--- src/rtl/sonic_rx_prg_decode.sv ---
// ---------------------------------------------------------------------------
// sonic_rx_prg_decode
//
// Receive-side PCIe target decoder for the SoNIC command path. It takes host
// Memory Write TLPs from the PCIe backend receive port (128-bit descriptor /
// data interface) and turns every payload DWORD into one single-cycle
// program-register write for the command register file and command
// controller. Non-write TLPs, oversize writes and, when BAR checking is
// compiled in, writes that miss the decoded BAR are consumed and counted.
//
// Compile-time option:
//   SONIC_RX_PRG_BAR_CHECK_EN  when defined, an MWr is decoded only if
//                              rx_bar[BAR_NUM] is set; otherwise it is
//                              discarded and counted. When undefined, rx_bar
//                              is ignored.
//
// Parameters:
//   MAX_DW      largest accepted payload in DWORDs (longer MWr is dropped)
//   BAR_NUM     BAR index checked when BAR checking is compiled in
//
// Ports:
//   clk_in      clock
//   rstn        asynchronous active-low reset
//   rx_req      descriptor valid, held until rx_ack
//   rx_desc     TLP header, DW0 in [127:96] .. DW3 in [31:0]
//   rx_bar      BAR-hit vector, valid with rx_req
//   rx_ack      one-cycle descriptor accept
//   rx_dfr      more data beats follow (not needed: beats follow length)
//   rx_dv       data beat valid
//   rx_data     payload beat, DW lane k in [32k+31:32k]
//   rx_ws       wait-state; a beat transfers when rx_dv=1 and rx_ws=0
//   rx_abort    always 0
//   prg_wrena   register-write strobe, one cycle per written DWORD
//   prg_wrdata  register-write data
//   prg_addr    register DWORD address
//   drop_cnt    saturating count of discarded TLPs
// ---------------------------------------------------------------------------
module sonic_rx_prg_decode #(
  parameter int MAX_DW  = 16,
  parameter int BAR_NUM = 0
) (
  input  logic         clk_in,
  input  logic         rstn,
  input  logic         rx_req,
  input  logic [127:0] rx_desc,
  input  logic [7:0]   rx_bar,
  output logic         rx_ack,
  input  logic         rx_dfr,
  input  logic         rx_dv,
  input  logic [127:0] rx_data,
  output logic         rx_ws,
  output logic         rx_abort,
  output logic         prg_wrena,
  output logic [31:0]  prg_wrdata,
  output logic [7:0]   prg_addr,
  output logic [15:0]  drop_cnt
);

  localparam logic [10:0] MAX_DW_L = 11'(MAX_DW);
  localparam logic [2:0]  BAR_IDX  = 3'(BAR_NUM);

  typedef enum logic [2:0] {
    S_IDLE,
    S_ACK,
    S_DATA,
    S_DRAIN,
    S_DISCARD
  } state_t;

  // -------------------------------------------------------------------------
  // Registered state
  // -------------------------------------------------------------------------
  state_t      state_q;
  logic        rx_ack_q;
  logic        rx_ws_q;
  logic        prg_wrena_q;
  logic [31:0] prg_wrdata_q;
  logic [7:0]  prg_addr_q;
  logic [15:0] drop_cnt_q;
  logic [127:0] buf_q;       // one-beat payload buffer
  logic [1:0]  lane_q;       // next DW lane to emit / first lane of next beat
  logic [10:0] rem_q;        // DWORDs of the current TLP still to go
  logic [7:0]  addr_q;       // register address of the next DWORD
  logic        first_q;      // next DWORD is DW0 of the TLP
  logic [3:0]  first_be_q;
  logic [3:0]  last_be_q;

  // -------------------------------------------------------------------------
  // Header decode (the descriptor is stable while rx_req is held)
  // -------------------------------------------------------------------------
  logic [1:0]  hdr_fmt_d;
  logic [4:0]  hdr_type_d;
  logic [10:0] hdr_len_d;
  logic [31:0] hdr_addr_d;
  logic        hdr_has_data_d;
  logic        hdr_is_mwr_d;
  logic        bar_hit_d;
  logic        hdr_bar_ok_d;
  logic        hdr_accept_d;

  always_comb begin
    hdr_fmt_d      = rx_desc[126:125];
    hdr_type_d     = rx_desc[124:120];
    // A length field of zero encodes the maximum of 1024 DWORDs.
    hdr_len_d      = (rx_desc[105:96] == 10'd0) ? 11'd1024 : {1'b0, rx_desc[105:96]};
    // 4DW headers carry the low address in DW3, 3DW headers in DW2.
    hdr_addr_d     = hdr_fmt_d[0] ? rx_desc[31:0] : rx_desc[63:32];
    hdr_has_data_d = hdr_fmt_d[1];
    hdr_is_mwr_d   = hdr_has_data_d && (hdr_type_d == 5'd0);
    bar_hit_d      = rx_bar[BAR_IDX];
`ifdef SONIC_RX_PRG_BAR_CHECK_EN
    hdr_bar_ok_d   = bar_hit_d;
`else
    hdr_bar_ok_d   = 1'b1;
`endif
    hdr_accept_d   = hdr_is_mwr_d && (hdr_len_d <= MAX_DW_L) && hdr_bar_ok_d;
  end

  // -------------------------------------------------------------------------
  // Discard bookkeeping: a beat carries (4 - starting lane) DWORDs. In the
  // ACK cycle the counters are not loaded yet, so use the decoded header.
  // -------------------------------------------------------------------------
  logic [1:0]  dis_lane_d;
  logic [10:0] dis_rem_d;
  logic [10:0] dis_room_d;
  logic        dis_last_d;

  always_comb begin
    dis_lane_d = (state_q == S_ACK) ? hdr_addr_d[3:2] : lane_q;
    dis_rem_d  = (state_q == S_ACK) ? hdr_len_d : rem_q;
    dis_room_d = 11'd4 - {9'd0, dis_lane_d};
    dis_last_d = (dis_rem_d <= dis_room_d);
  end

  // -------------------------------------------------------------------------
  // Drain path: pick the buffered lane and its byte enable
  // -------------------------------------------------------------------------
  logic [31:0] buf_lane [4];

  generate
    for (genvar gi = 0; gi < 4; gi++) begin : g_buf_lane
      assign buf_lane[gi] = buf_q[32*gi +: 32];
    end
  endgenerate

  logic [31:0] buf_dw_d;
  logic [3:0]  dw_be_d;
  logic        dw_write_d;
  logic [15:0] drop_next_d;

  always_comb begin
    buf_dw_d = buf_lane[lane_q];
    // DW0 uses firstBE; the final DW of a multi-DW TLP uses lastBE.
    if (first_q) begin
      dw_be_d = first_be_q;
    end else if (rem_q == 11'd1) begin
      dw_be_d = last_be_q;
    end else begin
      dw_be_d = 4'hF;
    end
    // Registers are whole DWORDs: a partial enable skips the write.
    dw_write_d  = (dw_be_d == 4'hF);
    drop_next_d = (drop_cnt_q == 16'hFFFF) ? drop_cnt_q : drop_cnt_q + 16'd1;
  end

  // -------------------------------------------------------------------------
  // FSM with registered outputs
  // -------------------------------------------------------------------------
  always_ff @(posedge clk_in or negedge rstn) begin
    if (!rstn) begin
      state_q      <= S_IDLE;
      rx_ack_q     <= 1'b0;
      rx_ws_q      <= 1'b0;
      prg_wrena_q  <= 1'b0;
      prg_wrdata_q <= 32'd0;
      prg_addr_q   <= 8'd0;
      drop_cnt_q   <= 16'd0;
      buf_q        <= 128'd0;
      lane_q       <= 2'd0;
      rem_q        <= 11'd0;
      addr_q       <= 8'd0;
      first_q      <= 1'b0;
      first_be_q   <= 4'd0;
      last_be_q    <= 4'd0;
    end else begin
      rx_ack_q    <= 1'b0;
      prg_wrena_q <= 1'b0;

      case (state_q)
        S_IDLE: begin
          if (rx_req) begin
            rx_ack_q <= 1'b1;
            state_q  <= S_ACK;
          end
        end

        S_ACK: begin
          lane_q     <= hdr_addr_d[3:2];
          rem_q      <= hdr_len_d;
          addr_q     <= hdr_addr_d[9:2];
          first_q    <= 1'b1;
          first_be_q <= rx_desc[67:64];
          last_be_q  <= rx_desc[71:68];
          if (hdr_accept_d) begin
            // A backend that presents the first beat together with the
            // accept is served directly rather than losing the beat.
            if (rx_dv) begin
              buf_q   <= rx_data;
              rx_ws_q <= 1'b1;
              state_q <= S_DRAIN;
            end else begin
              state_q <= S_DATA;
            end
          end else begin
            drop_cnt_q <= drop_next_d;
            if (!hdr_has_data_d) begin
              state_q <= S_IDLE;
            end else if (rx_dv) begin
              if (dis_last_d) begin
                state_q <= S_IDLE;
              end else begin
                rem_q   <= dis_rem_d - dis_room_d;
                lane_q  <= 2'd0;
                state_q <= S_DISCARD;
              end
            end else begin
              state_q <= S_DISCARD;
            end
          end
        end

        S_DATA: begin
          if (rx_dv) begin
            buf_q   <= rx_data;
            rx_ws_q <= 1'b1;
            state_q <= S_DRAIN;
          end
        end

        S_DRAIN: begin
          prg_wrena_q <= dw_write_d;
          if (dw_write_d) begin
            prg_wrdata_q <= buf_dw_d;
            prg_addr_q   <= addr_q;
          end
          // Address advances even for skipped DWORDs and wraps at 8 bits.
          addr_q  <= addr_q + 8'd1;
          rem_q   <= rem_q - 11'd1;
          lane_q  <= lane_q + 2'd1;
          first_q <= 1'b0;
          if (rem_q == 11'd1) begin
            rx_ws_q <= 1'b0;
            state_q <= S_IDLE;
          end else if (lane_q == 2'd3) begin
            rx_ws_q <= 1'b0;
            state_q <= S_DATA;
          end
        end

        S_DISCARD: begin
          if (rx_dv) begin
            if (dis_last_d) begin
              state_q <= S_IDLE;
            end else begin
              rem_q  <= dis_rem_d - dis_room_d;
              lane_q <= 2'd0;
            end
          end
        end

        default: begin
          state_q <= S_IDLE;
        end
      endcase
    end
  end

  assign rx_ack     = rx_ack_q;
  assign rx_ws      = rx_ws_q;
  assign rx_abort   = 1'b0;
  assign prg_wrena  = prg_wrena_q;
  assign prg_wrdata = prg_wrdata_q;
  assign prg_addr   = prg_addr_q;
  assign drop_cnt   = drop_cnt_q;

  // Inputs and decode bits that carry no information for this block.
  logic unused_ok;
  assign unused_ok = ^{rx_dfr, rx_desc, rx_bar, hdr_addr_d, bar_hit_d};

endmodule

--- config.mk ---
export PLATFORM = sky130hd
export DESIGN_NAME = sonic_rx_prg_decode
export DESIGN_NICKNAME = d
export VERILOG_FILES = /design/src/rtl/sonic_rx_prg_decode.sv
export SDC_FILE = /design/constraint.sdc
export NUM_CORES = 1
export LEC_CHECK = 0
export CAP_MARGIN = 20
export CORE_ASPECT_RATIO = 1.75
export CORE_UTILIZATION = 51
export CTS_CLUSTER_DIAMETER = 60
export CTS_CLUSTER_SIZE = 10
export DETAILED_ROUTE_END_ITERATION = 6
export PLACE_DENSITY = 0.87
export SLEW_MARGIN = 15
export SYNTH_ARGS = -nofsm -noshare
export SYNTH_HDL_FRONTEND = slang
export SYNTH_SLANG_ARGS = --single-unit
--- constraint.sdc ---
create_clock -name clk_in -period 8.48 [get_ports clk_in]
set_clock_uncertainty 0.15 [all_clocks]
set_input_delay 1.696 -clock clk_in [delete_from_list [all_inputs] [get_ports clk_in]]
set_output_delay 1.696 -clock clk_in [all_outputs]
set_load 0.005 [all_outputs]
# Word level (Yosys, flattened, before mapping)
# Cells that the tools add are included.
[totals]
memories = 0
latchBits = 0
elab_cells = 104
mem_bits_ro = 0
in_bits = 269
output_inout_bits = 60
register_bits = 220
mem_bits_rw = 0
[op_classes]
magnitude_cmp = 3
n_mux = 48
n_addsub = 6
bitwise_logic = 3
n_reduce_logical = 15
mul = 0
div = 0
eq_ne = 15
shift = 0
[op_table]
columns = ["operator", "n"]
rows = [
  ["2-to-1 mux 128 bit", 2],
  ["case mux 128 bit (2 select lines)", 1],
  ["2-to-1 mux 11 bit", 8],
  ["binary-select mux 32 bit (select 2 bit)", 1],
  ["2-to-1 mux 32 bit", 2],
  ["case mux 11 bit (3 select lines)", 1],
  ["2-to-1 mux 3 bit", 10],
  ["adder 16 x 1 -> 16 bit (second input constant)", 1],
  ["equality test 16 bit (second input constant)", 1],
  ["case mux 8 bit (2 select lines)", 1],
  ["case mux 3 bit (5 select lines)", 1],
  ["2-to-1 mux 2 bit", 7],
  ["!= test 2 bit (second input constant)", 6],
  ["equality test 11 x 1 -> 1 bit (second input constant)", 1],
  ["less-or-equal comparator 11 bit", 1],
  ["less-or-equal comparator 11 x 5 -> 1 bit (second input constant)", 1],
  ["subtractor 11 x 1 -> 11 bit (second input constant)", 1],
  ["subtractor 11 bit", 1],
  ["zero test 10 bit", 1],
  ["2-to-1 mux 10 bit", 1],
  ["AND reduction 3 bit", 3],
  ["adder 8 x 1 -> 8 bit (second input constant)", 1],
  ["2-to-1 mux 1 bit", 8],
  ["2-to-1 mux 4 bit", 2],
  ["other kinds (21)", 27],
]

# Depth between registers and ports, before layout
[depth]
depth_word = 9
depth_mapped = 16
ltp_nobuf = 12

# Least setup slack after synthesis
# Ideal clock, no wire load.
[synth_path]
path_type = "input -> register"
startpoint = "input rx_desc[125]"
endpoint = "register rem_q[5]"
slack_ps = 3997
cell_stages = 13
setup_time_ps = 88
arrival_time_ps = 4244
required_time_ps = 8242
path_buffers = 1
path_cell_list = "clkbuf_1 -> mux2i_1 -> nor2_1 -> a21oi_1 -> ha_1 -> inv_1 -> ha_1 -> a21oi_1 -> nand2_1 -> o41ai_1 -> a32oi_1 -> or2_0 -> a41oi_1"
[synth_via]
elab_chain_cells = 9
[synth_rtl]
columns = ["element", "line", "source"]
rows = [
  ["from (decl)", "45", "input logic [127:0] rx_desc,"],
  ["2-to-1 mux 10 bit (*)", "107", "hdr_addr_d = hdr_fmt_d[0] ? rx_desc[31:0] : rx_desc[63:32];"],
  ["2-to-1 mux 2 bit (*)", "129", "dis_lane_d = (state_q == S_ACK) ? hdr_addr_d[3:2] : lane_q;"],
  ["subtractor 3 x 2 -> 4 bit (*)", "131", "dis_room_d = 11'd4 - {9'd0, dis_lane_d};"],
  ["subtractor 11 bit or less-or-equal comparator 11 bit (tied branches)", "222, 265, 132", ""],
  ["2-to-1 mux 11 bit", "219", "if (dis_last_d) begin"],
  ["2-to-1 mux 11 bit", "218", "end else if (rx_dv) begin"],
  ["2-to-1 mux 11 bit", "216", "if (!hdr_has_data_d) begin"],
  ["2-to-1 mux 11 bit", "204", "if (hdr_accept_d) begin"],
  ["case mux 11 bit (3 select lines)", "189", "case (state_q)"],
  ["to (signal assigned)", "199", "rem_q <= hdr_len_d;"],
  ["to (signal assigned)", "222", "rem_q <= dis_rem_d - dis_room_d;"],
  ["to (signal assigned)", "248", "rem_q <= rem_q - 11'd1;"],
  ["to (decl)", "82", "logic [10:0] rem_q;"],
]
# Every way passes the cells marked *; elsewhere a longest branch is shown, timed or not. The select of a mux whose other input is x is not followed.
# A chain may end at the register's enable or synchronous reset.

# Worst setup path in the final report
[layout_path]
startpoint = "input rx_desc[125]"
endpoint = "register rem_q[7]"
# The elaborated chain is that of the path after synthesis.

==> flow_metrics.tcl <==
set metrics [dict create \
    route.final.wire_length_um 27240 \
    grt_setup_unrepaired "no" \
    place_ws_ns 2.635 \
    sequential_cell_area_fraction_in_the_yosys_report_pct 51.28 \
    fin_cells 1284 \
    p_int_mw 2.840 \
    drt_iter0_markers 555 \
    viasPerCell 5.965 \
    critPathCaptureType "flip-flop" \
    timing.final.max_slew_violations 0 \
    rrSetupSlack_ns 3.84 \
    rows 69 \
    timing.hold.worst.start "last_be_q[2]" \
    maximum_vdd_drop_v 0.0002134 \
    syn_nets 1097 \
    grt_max_degree 130 \
    clk_latency_ns 0.51 \
    cts_root_buf "clkbuf_16" \
    chipWidth_um 111.7 \
    reg_to_reg_startpoint "state_q[1]" \
    synth-edff-count 0 \
    share_seq_of_total_power_pct 41.2 \
    area_used_by_sequential_logic_in_the_layout_um2 5508 \
    critical_path.startpoint_type "input port" \
    ctsLongestPathBuffers 3 \
    switchingPower_mw 1.449 \
    vias 7659 \
    nFillCells 1485 \
    synthDistinctLibCells 77 \
    tritoncts_num_sinks 220 \
    final_hold_violation_count 0 \
    clk_transition_reported_paths_ns 0.06 \
    cts_tree "done" \
    power.share.switching_pct 33.79 \
    worstPathRequired_ns 8.76 \
    mappedNetlistArea_um2 10740 \
    first_global_vias 8448 \
    crit_fanout 13 \
    violated_checks "design-rule violations" \
    fin_worst_hold_slack_ns 0.3279 \
    dp_cells 1253 \
    globalRoute.totalOverflow 0 \
    flow.area_growth_from_synthesis_pct 28.66 \
    synth_ff_type "dfrtp_1" \
    port_buffers 231 \
    antenna_viol_nets_final 0 \
    mostFrequentLayoutCells "230 x clkdlybuf4s50_1, 218 x dfrtp_1, 111 x mux2_1" \
    async_flop_share_pct 100.0 \
    reg2regPathDepth 12 \
    synth-warning-count 0 \
    post-route-worst-setup-slack_ns 3.072 \
    wire_length_of_the_first_global_routing_pass_um 44100 \
    fin_nets 1311 \
    total_leakage_power_nw 5.828 \
    fmaxAchievable_ghz 0.1849 \
    number_of_antenna_violations_at_the_first_check_in_global_routing 3 \
    hold_path_end "last_be_q[2]" \
    drt-pass1-iter-count 7 \
    synthCells 818 \
    htree_num_levels 1 \
    post-route-drc-count 9 \
    initial_core_util_pct 52.47 \
    drive_gt1_share_pct 15.30 \
    holdPathStages 2 \
    clock_power_share_pct 21.3 \
    max_cap_violations 0 \
    worst_r2r_endpoint "rem_q[7]" \
    resized_gates_after_cts 0 \
    setup_viol_count_final 0 \
    pin_count 329 \
    gr-usage-all-layers_pct 25.98 \
    finalSetupTns_ns 0 \
    power.density_nw_per_um2 310.6 \
    postSynthAreaPerCell_um2 13.13 \
    worst_slew_pin_tran_ns 0.9971 \
    wl_per_cell_um 21.22 \
    power.combinational.fraction_pct 37.5 \
    setup.worst_path.class "in -> reg" \
    relSlewSlack_pct 33.53 \
    cts_hold_repair_buffers 0 \
    fin_total_pwr_mw 4.290 \
    post_cts.repair.setup_buffers 0 \
    core-area_um2 20460 \
    finalWorstPathRequiredPeriod_ns 5.408 \
    arrival_time_of_the_worst_setup_path_ns 5.68 \
    floorplan.die.height_um 193.9 \
    die-area_um2 21660 \
    post-dp-hpwl_um 18780 \
    synth.ff_latch_count 220 \
    cts_buffers 25 \
    combined_area_of_the_multi_input_logic_cells_um2 4920 \
    layout_commonest_cell "clkdlybuf4s50_1" \
    layout_worst_path_cycle_share_pct 63.77 \
    min-delay-path-class "reg -> reg" \
    outcome "finished, violations left" \
    place_congestion 0.9581 \
]
registers in the layout (all words and copies together), names as in the netlist:
register    count
prg_addr        8
prg_wrena       1
state_q         3
last_be_q       4
buf_q         128
lane_q          2
first_q         1
addr_q          8
rx_ws           1
rem_q          11
rx_ack          1
drop_cnt       16
first_be_q      4
prg_wrdata     32
worst max-delay path by stage:
stage / to / cells after the start / slack, ns / start
6_report: rem_q[7] / 13 / 3.07 / rx_desc[125]
2_1_floorplan: rem_q[5] / 13 / 4.00 / rx_desc[125]
4_1_cts: rem_q[7] / 13 / 3.15 / rx_desc[125]
3_3_place_gp: rem_q[5] / 13 / 2.67 / rx_desc[125]
3_5_place_dp: rem_q[7] / 13 / 2.64 / rx_desc[125]
5_1_grt: rem_q[7] / 13 / 2.72 / rx_desc[125]
cells by family after synthesis:
group / Yosys count / share of synthesized area, %
adders and majority gates: 10 / 1.235
other: 1 / 0.03493
DFF: 220 / 51.28
AOI/OAI and AO/OA: 105 / 7.389
and+or+nand+nor: 173 / 8.729
xor gates and xnor gates: 31 / 2.599
muxes: 213 / 25.63
buffers and inverters: 65 / 3.112
synth_stat cells (7+ instances only):
library cell	number	share of area, %
nand2_1	57	2.0
clkbuf_1	19	0.66
dfrtp_1	220	51
buf_4	14	0.98
and3_1	10	0.58
ha_1	9	1.0
nand4_1	7	0.41
nor2_1	20	0.70
mux2_2	64	6.7
nor4_1	7	0.41
mux4_2	32	6.7
o21ai_0	14	0.65
o221ai_1	7	0.57
xor2_1	8	0.65
buf_2	12	0.56
mux2_1	111	12
nor3_1	13	0.61
xnor2_1	22	1.8
inv_1	13	0.45
o22ai_1	11	0.64
nand3_1	19	0.89
a31oi_1	8	0.47
a21oi_1	17	0.79
cell type report:
class / instances / area share [%]
clock buffers: 27 / 4.583
diodes: 3 / 0.05435
inverters: 13 / 0.3533
multi-input cells: 533 / 35.62
well taps: 248 / 2.246
clock inverters: 1 / 0.06341
repair buffers: 239 / 17.21
flip-flops and latches: 220 / 39.87
critical path: stages:
cell,delay (ns)
clkdlybuf4s50_1,0.69
mux2i_1,0.41
nor2_1,0.07
a21oi_1,0.14
ha_1,0.16
inv_1,0.04
ha_1,0.33
a21oi_1,0.26
a32oi_1,0.16
a21oi_1,0.77
a21o_1,0.54
nand3_1,0.16
a41oi_1,0.25
through the flow:
step	instance area [um^2]	utilization, %
final	13810	67.51
after global routing	13810	67.51
after CTS	13810	67.47
after detailed placement	13160	64.34
after global placement	13160	64.34
after floorplan	10740	-
metal layers:
layer  global-route usage (%)  up-vias  wire (um)  share of wire (%)
met5                        0        -          0                  0
met4                    14.31        0       1480                5.4
met3                    4.376       89       1473                5.4
met2                    47.46      275      14800                 54
met1                    28.17     3862       9488                 35
li1                         -     3433          -                  -
power groups by stage:
stage / Sequential, mW / Clock, mW / Combinational [mW]
after floorplan: 1.63 / 0 / 1.29
after global placement: 1.76 / 0 / 1.54
after detailed placement: 1.79 / 0 / 1.60
after CTS: 1.77 / 0.935 / 1.62
after global routing: 1.83 / 0.975 / 1.76
final: 1.77 / 0.912 / 1.61
Power figures use the tool's default switching activity.
